[src/rtl/wb_arbiter.sv]
// Register-file write-port arbiter: pipeline writeback beats a small multdiv result FIFO.
// Optional stall counter enabled by macro WB_ARBITER_STALL_CNT_EN.
module wb_arbiter #(
  parameter int         DEPTH      = 2,
  parameter logic [4:0] STATUS_REG = 5'd30
) (
  input  logic        clock,
  input  logic        ctrl_reset,
  input  logic        wb_valid,
  input  logic [4:0]  wb_reg,
  input  logic [31:0] wb_data,
  input  logic        md_valid,
  output logic        md_ready,
  input  logic [4:0]  md_reg,
  input  logic [31:0] md_data,
  input  logic        md_exception,
  input  logic [31:0] md_status,
  output logic        ctrl_writeEnable,
  output logic [4:0]  ctrl_writeReg,
  output logic [31:0] data_writeReg,
  input  logic [4:0]  hz_reg,
  output logic        hz_pending,
  output logic [15:0] stall_cnt
);

  localparam int PW = (DEPTH > 1) ? $clog2(DEPTH) : 1;
  localparam logic [PW:0] DEPTH_C = (PW+1)'(DEPTH);

  logic [4:0]       ent_reg_q [DEPTH];
  logic [31:0]      ent_dat_q [DEPTH];
  logic [DEPTH-1:0] live_q, live_d;
  logic [PW-1:0]    rd_ptr_q, rd_ptr_d, wr_ptr_q, wr_ptr_d;
  logic [PW:0]      cnt_q, cnt_d;
  logic             we_q, we_d;
  logic [4:0]       wreg_q, wreg_d;
  logic [31:0]      wdat_q, wdat_d;

  logic        md_acc, md_live, buf_nonempty, pop, push;
  logic [4:0]  md_dst;
  logic [31:0] md_val;

  assign md_ready     = (cnt_q < DEPTH_C);
  assign md_acc       = md_valid && md_ready;
  assign md_dst       = md_exception ? STATUS_REG : md_reg;
  assign md_val       = md_exception ? md_status : md_data;
  assign md_live      = md_acc && (md_dst != 5'd0);
  assign buf_nonempty = (cnt_q != '0);
  assign pop          = !wb_valid && buf_nonempty;
  assign push         = md_live && (wb_valid || buf_nonempty);

  always_comb begin
    we_d   = 1'b0;
    wreg_d = wreg_q;
    wdat_d = wdat_q;
    live_d = live_q;
    if (wb_valid) begin
      if (wb_reg != 5'd0) begin
        we_d   = 1'b1;
        wreg_d = wb_reg;
        wdat_d = wb_data;
        // Older buffered writes to the same register must never land.
        for (int i = 0; i < DEPTH; i++) begin
          if (live_q[i] && (ent_reg_q[i] == wb_reg)) live_d[i] = 1'b0;
        end
      end
    end else if (pop) begin
      if (live_q[rd_ptr_q]) begin
        we_d   = 1'b1;
        wreg_d = ent_reg_q[rd_ptr_q];
        wdat_d = ent_dat_q[rd_ptr_q];
      end
      live_d[rd_ptr_q] = 1'b0;
    end else if (md_live) begin
      we_d   = 1'b1;
      wreg_d = md_dst;
      wdat_d = md_val;
    end
    if (push) live_d[wr_ptr_q] = 1'b1;

    rd_ptr_d = pop  ? rd_ptr_q + 1'b1 : rd_ptr_q;
    wr_ptr_d = push ? wr_ptr_q + 1'b1 : wr_ptr_q;
    case ({push, pop})
      2'b10:   cnt_d = cnt_q + 1'b1;
      2'b01:   cnt_d = cnt_q - 1'b1;
      default: cnt_d = cnt_q;
    endcase
  end

  always_ff @(posedge clock) begin
    if (ctrl_reset) begin
      live_q   <= '0;
      rd_ptr_q <= '0;
      wr_ptr_q <= '0;
      cnt_q    <= '0;
      we_q     <= 1'b0;
      wreg_q   <= 5'd0;
      wdat_q   <= 32'd0;
    end else begin
      live_q   <= live_d;
      rd_ptr_q <= rd_ptr_d;
      wr_ptr_q <= wr_ptr_d;
      cnt_q    <= cnt_d;
      we_q     <= we_d;
      wreg_q   <= wreg_d;
      wdat_q   <= wdat_d;
    end
  end

  // Payload storage needs no reset; live bits alone decide validity.
  always_ff @(posedge clock) begin
    if (push) begin
      ent_reg_q[wr_ptr_q] <= md_dst;
      ent_dat_q[wr_ptr_q] <= md_val;
    end
  end

  assign ctrl_writeEnable = we_q;
  assign ctrl_writeReg    = wreg_q;
  assign data_writeReg    = wdat_q;

  always_comb begin
    hz_pending = 1'b0;
    for (int i = 0; i < DEPTH; i++) begin
      if (live_q[i] && (ent_reg_q[i] == hz_reg)) hz_pending = 1'b1;
    end
    if (hz_reg == 5'd0) hz_pending = 1'b0;
  end

`ifdef WB_ARBITER_STALL_CNT_EN
  logic [15:0] stall_q;

  always_ff @(posedge clock) begin
    if (ctrl_reset) begin
      stall_q <= 16'h0;
    end else if (wb_valid && (|live_q) && (stall_q != 16'hFFFF)) begin
      stall_q <= stall_q + 16'h1;
    end
  end

  assign stall_cnt = stall_q;
`else
  assign stall_cnt = 16'h0;
`endif

endmodule

[config.mk]
export PLATFORM = sky130hd
export DESIGN_NAME = wb_arbiter
export DESIGN_NICKNAME = d
export VERILOG_FILES = /design/src/rtl/wb_arbiter.sv
export SDC_FILE = /design/constraint.sdc
export NUM_CORES = 1
export LEC_CHECK = 0
export ABC_CLOCK_PERIOD_IN_PS = 8200
export CORE_ASPECT_RATIO = 0.5
export CORE_MARGIN = 4
export CORE_UTILIZATION = 48
export DETAILED_ROUTE_END_ITERATION = 8
export GPL_ROUTABILITY_DRIVEN = 0
export PLACE_DENSITY = 0.79
export REMOVE_ABC_BUFFERS = 1
export SYNTH_ARGS = -nofsm -noshare
export SYNTH_HDL_FRONTEND = slang
export SYNTH_SLANG_ARGS = --single-unit
[constraint.sdc]
create_clock -name clock -period 8.2 [get_ports clock]
set_clock_uncertainty 0.1 [all_clocks]
set_input_delay 1.64 -clock clock [delete_from_list [all_inputs] [get_ports clock]]
set_output_delay 1.64 -clock clock [all_outputs]
set_load 0.05 [all_outputs]
### Word level (Yosys, flattened, before mapping)

Memories as Yosys holds them, arrays and structs flattened. A register that Yosys moved wholly into a read port is not among the register bits.
Index checks and enable logic that the tools add are counted.

* bits in registers: 44
* latch bits: 0
* memory bits (writable): 74
* bits in read-only memories: 0
* input port bits: 116
* output and inout port bits: 56
* word-level logic and storage cells: 87
* memories: 2

Memories
* ent_dat_q: depth 2, bits a word 32, rd ports 1, clocked after memory_dff 1, wr ports 1, line 30 `logic [31:0] ent_dat_q [DEPTH];`
* ent_reg_q: depth 2, bits a word 5, rd ports 3, clocked after memory_dff 1, wr ports 1, line 29 `logic [4:0] ent_reg_q [DEPTH];`

* add/subtract/negate cells: 4
* multiply operators: 0
* divide/modulo/power cells: 0
* magnitude comparators: 5
* equal/unequal tests: 8
* shifts and indexed selects: 0
* mux-type cells: 39
* bitwise operators: 3
* reductions and logical operators: 19

Operator list (count)
* 32-bit two-way mux: 6
* 5-bit two-way mux: 6
* 5-bit equality test: 4
* 1-bit two-way mux: 20
* 1-bit logical AND: 10
* 5-bit nonzero test: 2
* 2-bit two-way mux: 4
* 5-bit logical NOT: 1
* 1-bit by 2-bit < comparator with 1-bit output, second input constant: 2
* 2-bit one-hot mux with 2 select lines: 1
* 2-bit nonzero test: 2
* 3-bit by 2-bit != test with 1-bit output, second input constant: 1
* 3-bit AND reduction: 1
* 3-bit nonzero test: 1
* 1-bit adder, second input constant: 2
* 2-bit by 1-bit adder with 2-bit output, second input constant: 1
* 2-bit bitwise AND: 1
* 1-bit demux with 1-bit select: 2
* 2-bit by 1-bit equality test with 1-bit output, second input constant: 1
* 2-bit equality test, second input constant: 1
* 1-bit greater-or-equal comparator, second input constant: 2
* 2-bit < comparator, second input constant: 1
* 2-bit by 1-bit != test with 1-bit output, second input constant: 1
* 2-bit NOT: 1
* other kinds (4): 4

### Logic depth before layout (Yosys ltp)

* depth in word-level cells: 10
* depth in mapped cells: 9
* depth with buffers taken out: 7

### Worst setup path before layout

OpenSTA, ideal clock, no wires.

* path type: input to register
* start: in md_exception
* end: reg live_q[1]
* library setup time: 75 ps
* arrival time: 6490 ps
* required time: 8025 ps
* slack: 1536 ps
* cell stages on the path: 5
* path buffers: 1
* cells stage by stage: buf_2 > or2_4 > o21ai_4 > nor4b_1 > o21ba_2

* longest elaborated chain between the ends: 5

RTL lines
* from (decl): line 16 `input logic md_exception,`
* 5-bit two-way mux: line 44 `assign md_dst = md_exception ? STATUS_REG : md_reg;`
* via md_dst[3]: line 39 `logic [4:0] md_dst;`
* 5-bit nonzero test: line 46 `assign md_live = md_acc && (md_dst != 5'd0);`
* 1-bit logical AND: line 46
* 1-bit logical AND: line 49 `assign push = md_live && (wb_valid || buf_nonempty);`
* 2-bit two-way mux: line 78 `if (push) live_d[wr_ptr_q] = 1'b1;`
* to (signal assigned): line 99 `live_q <= live_d;`
* to (decl): line 31 `logic [DEPTH-1:0] live_q, live_d;`

The timed path passes the listed nets, and every way through them passes these cells.
A chain may end at the register's enable or synchronous reset.

### Worst setup path after layout

* start: in hz_reg[0]
* end: out hz_pending

* longest elaborated chain between the ends: 5
* elaborated cells between the ends (all ways): 8
* those cells by class: eq/ne: 2; mux: 3; reduce/logical: 3

RTL lines
* from (decl): line 21 `input logic [4:0] hz_reg,`
* 5-bit equality test: line 124 `if (live_q[i] && (ent_reg_q[i] == hz_reg)) hz_pending = 1'b1;`
* 1-bit logical AND: line 124
* 1-bit two-way mux (2 in a row): line 124
* 1-bit two-way mux (*): line 126 `if (hz_reg == 5'd0) hz_pending = 1'b0;`
* to (decl): line 22 `output logic hz_pending,`

Every way passes the cells marked *; elsewhere a longest branch is shown, timed or not.

==> out/metrics.yaml <==
layout:
  diodes: 0
  nNetsFinal: 759
  fin_util: 0.681
  stdcell_count: 820
  fin_area_um2: 8200
  synthToLayoutAreaGrowth_pct: 36.1
  drive_above_1_share: 0.189
  fillers: 894
timing:
  drv_slew: 0
  finalCritPeriodShare: 0.660
  tns_ns: 0
  finalCriticalPeriod_ns: 5.42
  maxSlewHeadroom: 0.379
  finalHoldViolCount: 0
  worst_pin_slew_ns: 0.931
  layout_setup_ws_ns: 2.78
  rsz0062_at_grt: "no"
  max_freq_mhz: 185
  finalSetupViolations: 0
  hold_ws_ns: 0.374
critical_path:
  critPathLaunchType: "input pin"
  crit_path_top_delay_cell: "clkdlybuf4s50_1"
  crit_arrival_ns: 3.68
  crit_path_max_fanout: 3
  crit_type: "input pin to output port"
  cpMostUsedCell: "clkdlybuf4s50_1"
  crit_chain: "clkdlybuf4s50_1 > xor2_1 > nor4_1 > nand3_1 > a21oi_1 > clkdlybuf4s50_1"
  end_kind: "output port"
  crit_required_ns: 6.46
  slowest_delay_ns: 0.81
routing:
  drc_errors: 0
  wl_per_cell_um: 17.4
  viasPerCell: 5.31
  ant_nets: 0
  initialDrtViolationCount: 199
  dr.pass1.iters: 5
  routed_wl_mm: 14.3
  vias: 4354
logic_synthesis:
  synth.most_common_cell: "edfxtp_1"
  synth_seq_cells: 119
  synthArstFlopShare: 0
  yosysWarnings: 0
  synthTopCellsByArea: "edfxtp_1 37%, dfxtp_1 15%, mux2_2 13%"
  synth_cell_types: 41
  netlist.area_leader.share: 0.369
  synth_commonest_cells: "74 x edfxtp_1, 69 x mux2_2, 45 x dfxtp_1"
  syn_inst: 495
  synth_edf_count: 74
  synthesis.area_um2: 6030
  yosys.area.top_type: "edfxtp_1"
  seq_area_frac_synth: 0.518
  synth-main-ff-cell: "edfxtp_1"
  synth.avg_cell_area_um2: 12.2
clock_tree:
  clk_latency_ns: 0.40
  cts_buffers: 17
  cts_resized: 0
  cts_tree: "done"
  post-cts-setup-buffers: 0
  clockBufferDepth: 2
  holdBufCountCts: 0
  clock-root-buffer: "clkbuf_16"
  path_clk_slew_ns: 0.05
  cts.sinks: 119
  htreeDepth: 4
placement:
  post-place-ws_ns: 2.80
  placed_area_um2: 7590
  dp_cells: 788
  io_buffers: 155
  hpwl_mm: 9.38
die:
  die_area_um2: 14500
  die_w_um: 166
  fp.dieH_um: 87.2
  core_um2: 12100
  boundaryPins: 172
  rows: 28
  start_util: 0.500
global_route:
  antenna_found_initial: 0
  gr-total-overflow: 0
  grt_pass1_vias: 4523
  grt_max_degree: 83
  grt_use_total: 0.199
  grt_pass1_wl_mm: 23.1
power:
  pwr_density_cell_nw_per_um2: 310
  ir_drop_v: 0.000199
  p_leak_nw: 2.96
  power_mw: 2.55
job:
  max_cap_violations: 0
outcome:
  outcome: "completed"
hold_path:
  hp-class: "register to register"
cell type report:
class,count,area (µm²),share of cell area
flip-flops and latches,119,3120,0.381
multi-input cells,335,2640,0.322
clock buffers,19,433,0.0528
repair buffers,163,1600,0.195
clock inverters,13,180,0.0220
well taps,165,206,0.0252
inverters,6,22.5,0.00275
critical path, delay by kind of cell:
kind            cells  cell delay (ns)
simple gates        2             0.42
compound gates      1             0.16
buf+inv             2             1.28
xor+xnor            1             0.17
power by group:
part	switching, mW	internal [mW]
clock	0.264	0.507
combinational	0.529	0.381
sequential	0.0855	0.779
total	0.879	1.67
worst paths after layout:
kind                                       from                              to  slack [ns]  depth (start not counted)
setup / recovery                      hz_reg[0]                      hz_pending        2.78                          6
hold / removal    data_writeReg[1]$_SDFFE_PP0P_   data_writeReg[1]$_SDFFE_PP0P_        0.37                          2
setup reg to reg          cnt_q[1]$_SDFFE_PP0P_  data_writeReg[29]$_SDFFE_PP0P_        5.22                          6
hold reg to reg   data_writeReg[1]$_SDFFE_PP0P_   data_writeReg[1]$_SDFFE_PP0P_        0.37                          2
routing by layer:
layer  vias to the layer above  part of all wire  track usage
met1                      2142              0.42        0.239
met2                       127              0.52        0.364
met5                         -                 0            0
met4                         0             0.012       0.0676
met3                        15             0.050       0.0426
li1                       2070                 -            -
cells by family after synthesis:
logic type / Yosys count / share of synthesized area
flip-flops: 119 / 0.518
multiplexers: 107 / 0.192
AND/OR/NAND/NOR: 100 / 0.0897
AO/OA/AOI/OAI: 89 / 0.111
buffers and inverters: 56 / 0.0550
XOR/XNOR: 22 / 0.0320
adder cells (fa/ha/maj): 1 / 0.00208
other: 1 / 0.000622
state kept, by name, summed over array words and instances, names as in the netlist, named ones only:
register and flops:
cnt_q 2, ctrl_writeEnable 1, ctrl_writeReg 5, data_writeReg 32, ent_dat_q 64, ent_reg_q 10
live_q 2, rd_ptr_q 1, wr_ptr_q 1
placed cells by master, fill, tap and decap left out, types with 2 or more instances in the layout:
cell type,netlist,routed
or4_4,2,2
conb_1,1,16
o221ai_1,3,3
xnor2_1,13,13
or4_1,2,2
nor4_1,2,2
nand2b_1,38,38
bufinv_16,0,4
mux2i_1,38,38
o21ai_0,2,2
clkdlybuf4s50_1,0,152
or2_2,3,3
buf_4,17,8
edfxtp_1,74,74
nand3_1,4,4
a22oi_1,34,34
a21o_1,34,34
clkbuf_16,0,17
clkinv_2,0,3
xor2_1,9,9
buf_2,14,3
dfxtp_1,45,44
clkbuf_1,14,2
inv_1,6,6
mux2_2,69,69
clkinvlp_4,0,4
nor2_1,3,3
a21oi_1,9,9
or3_1,3,3
nand2_1,38,38
No activity file was read; power rests on OpenSTA's default activity.
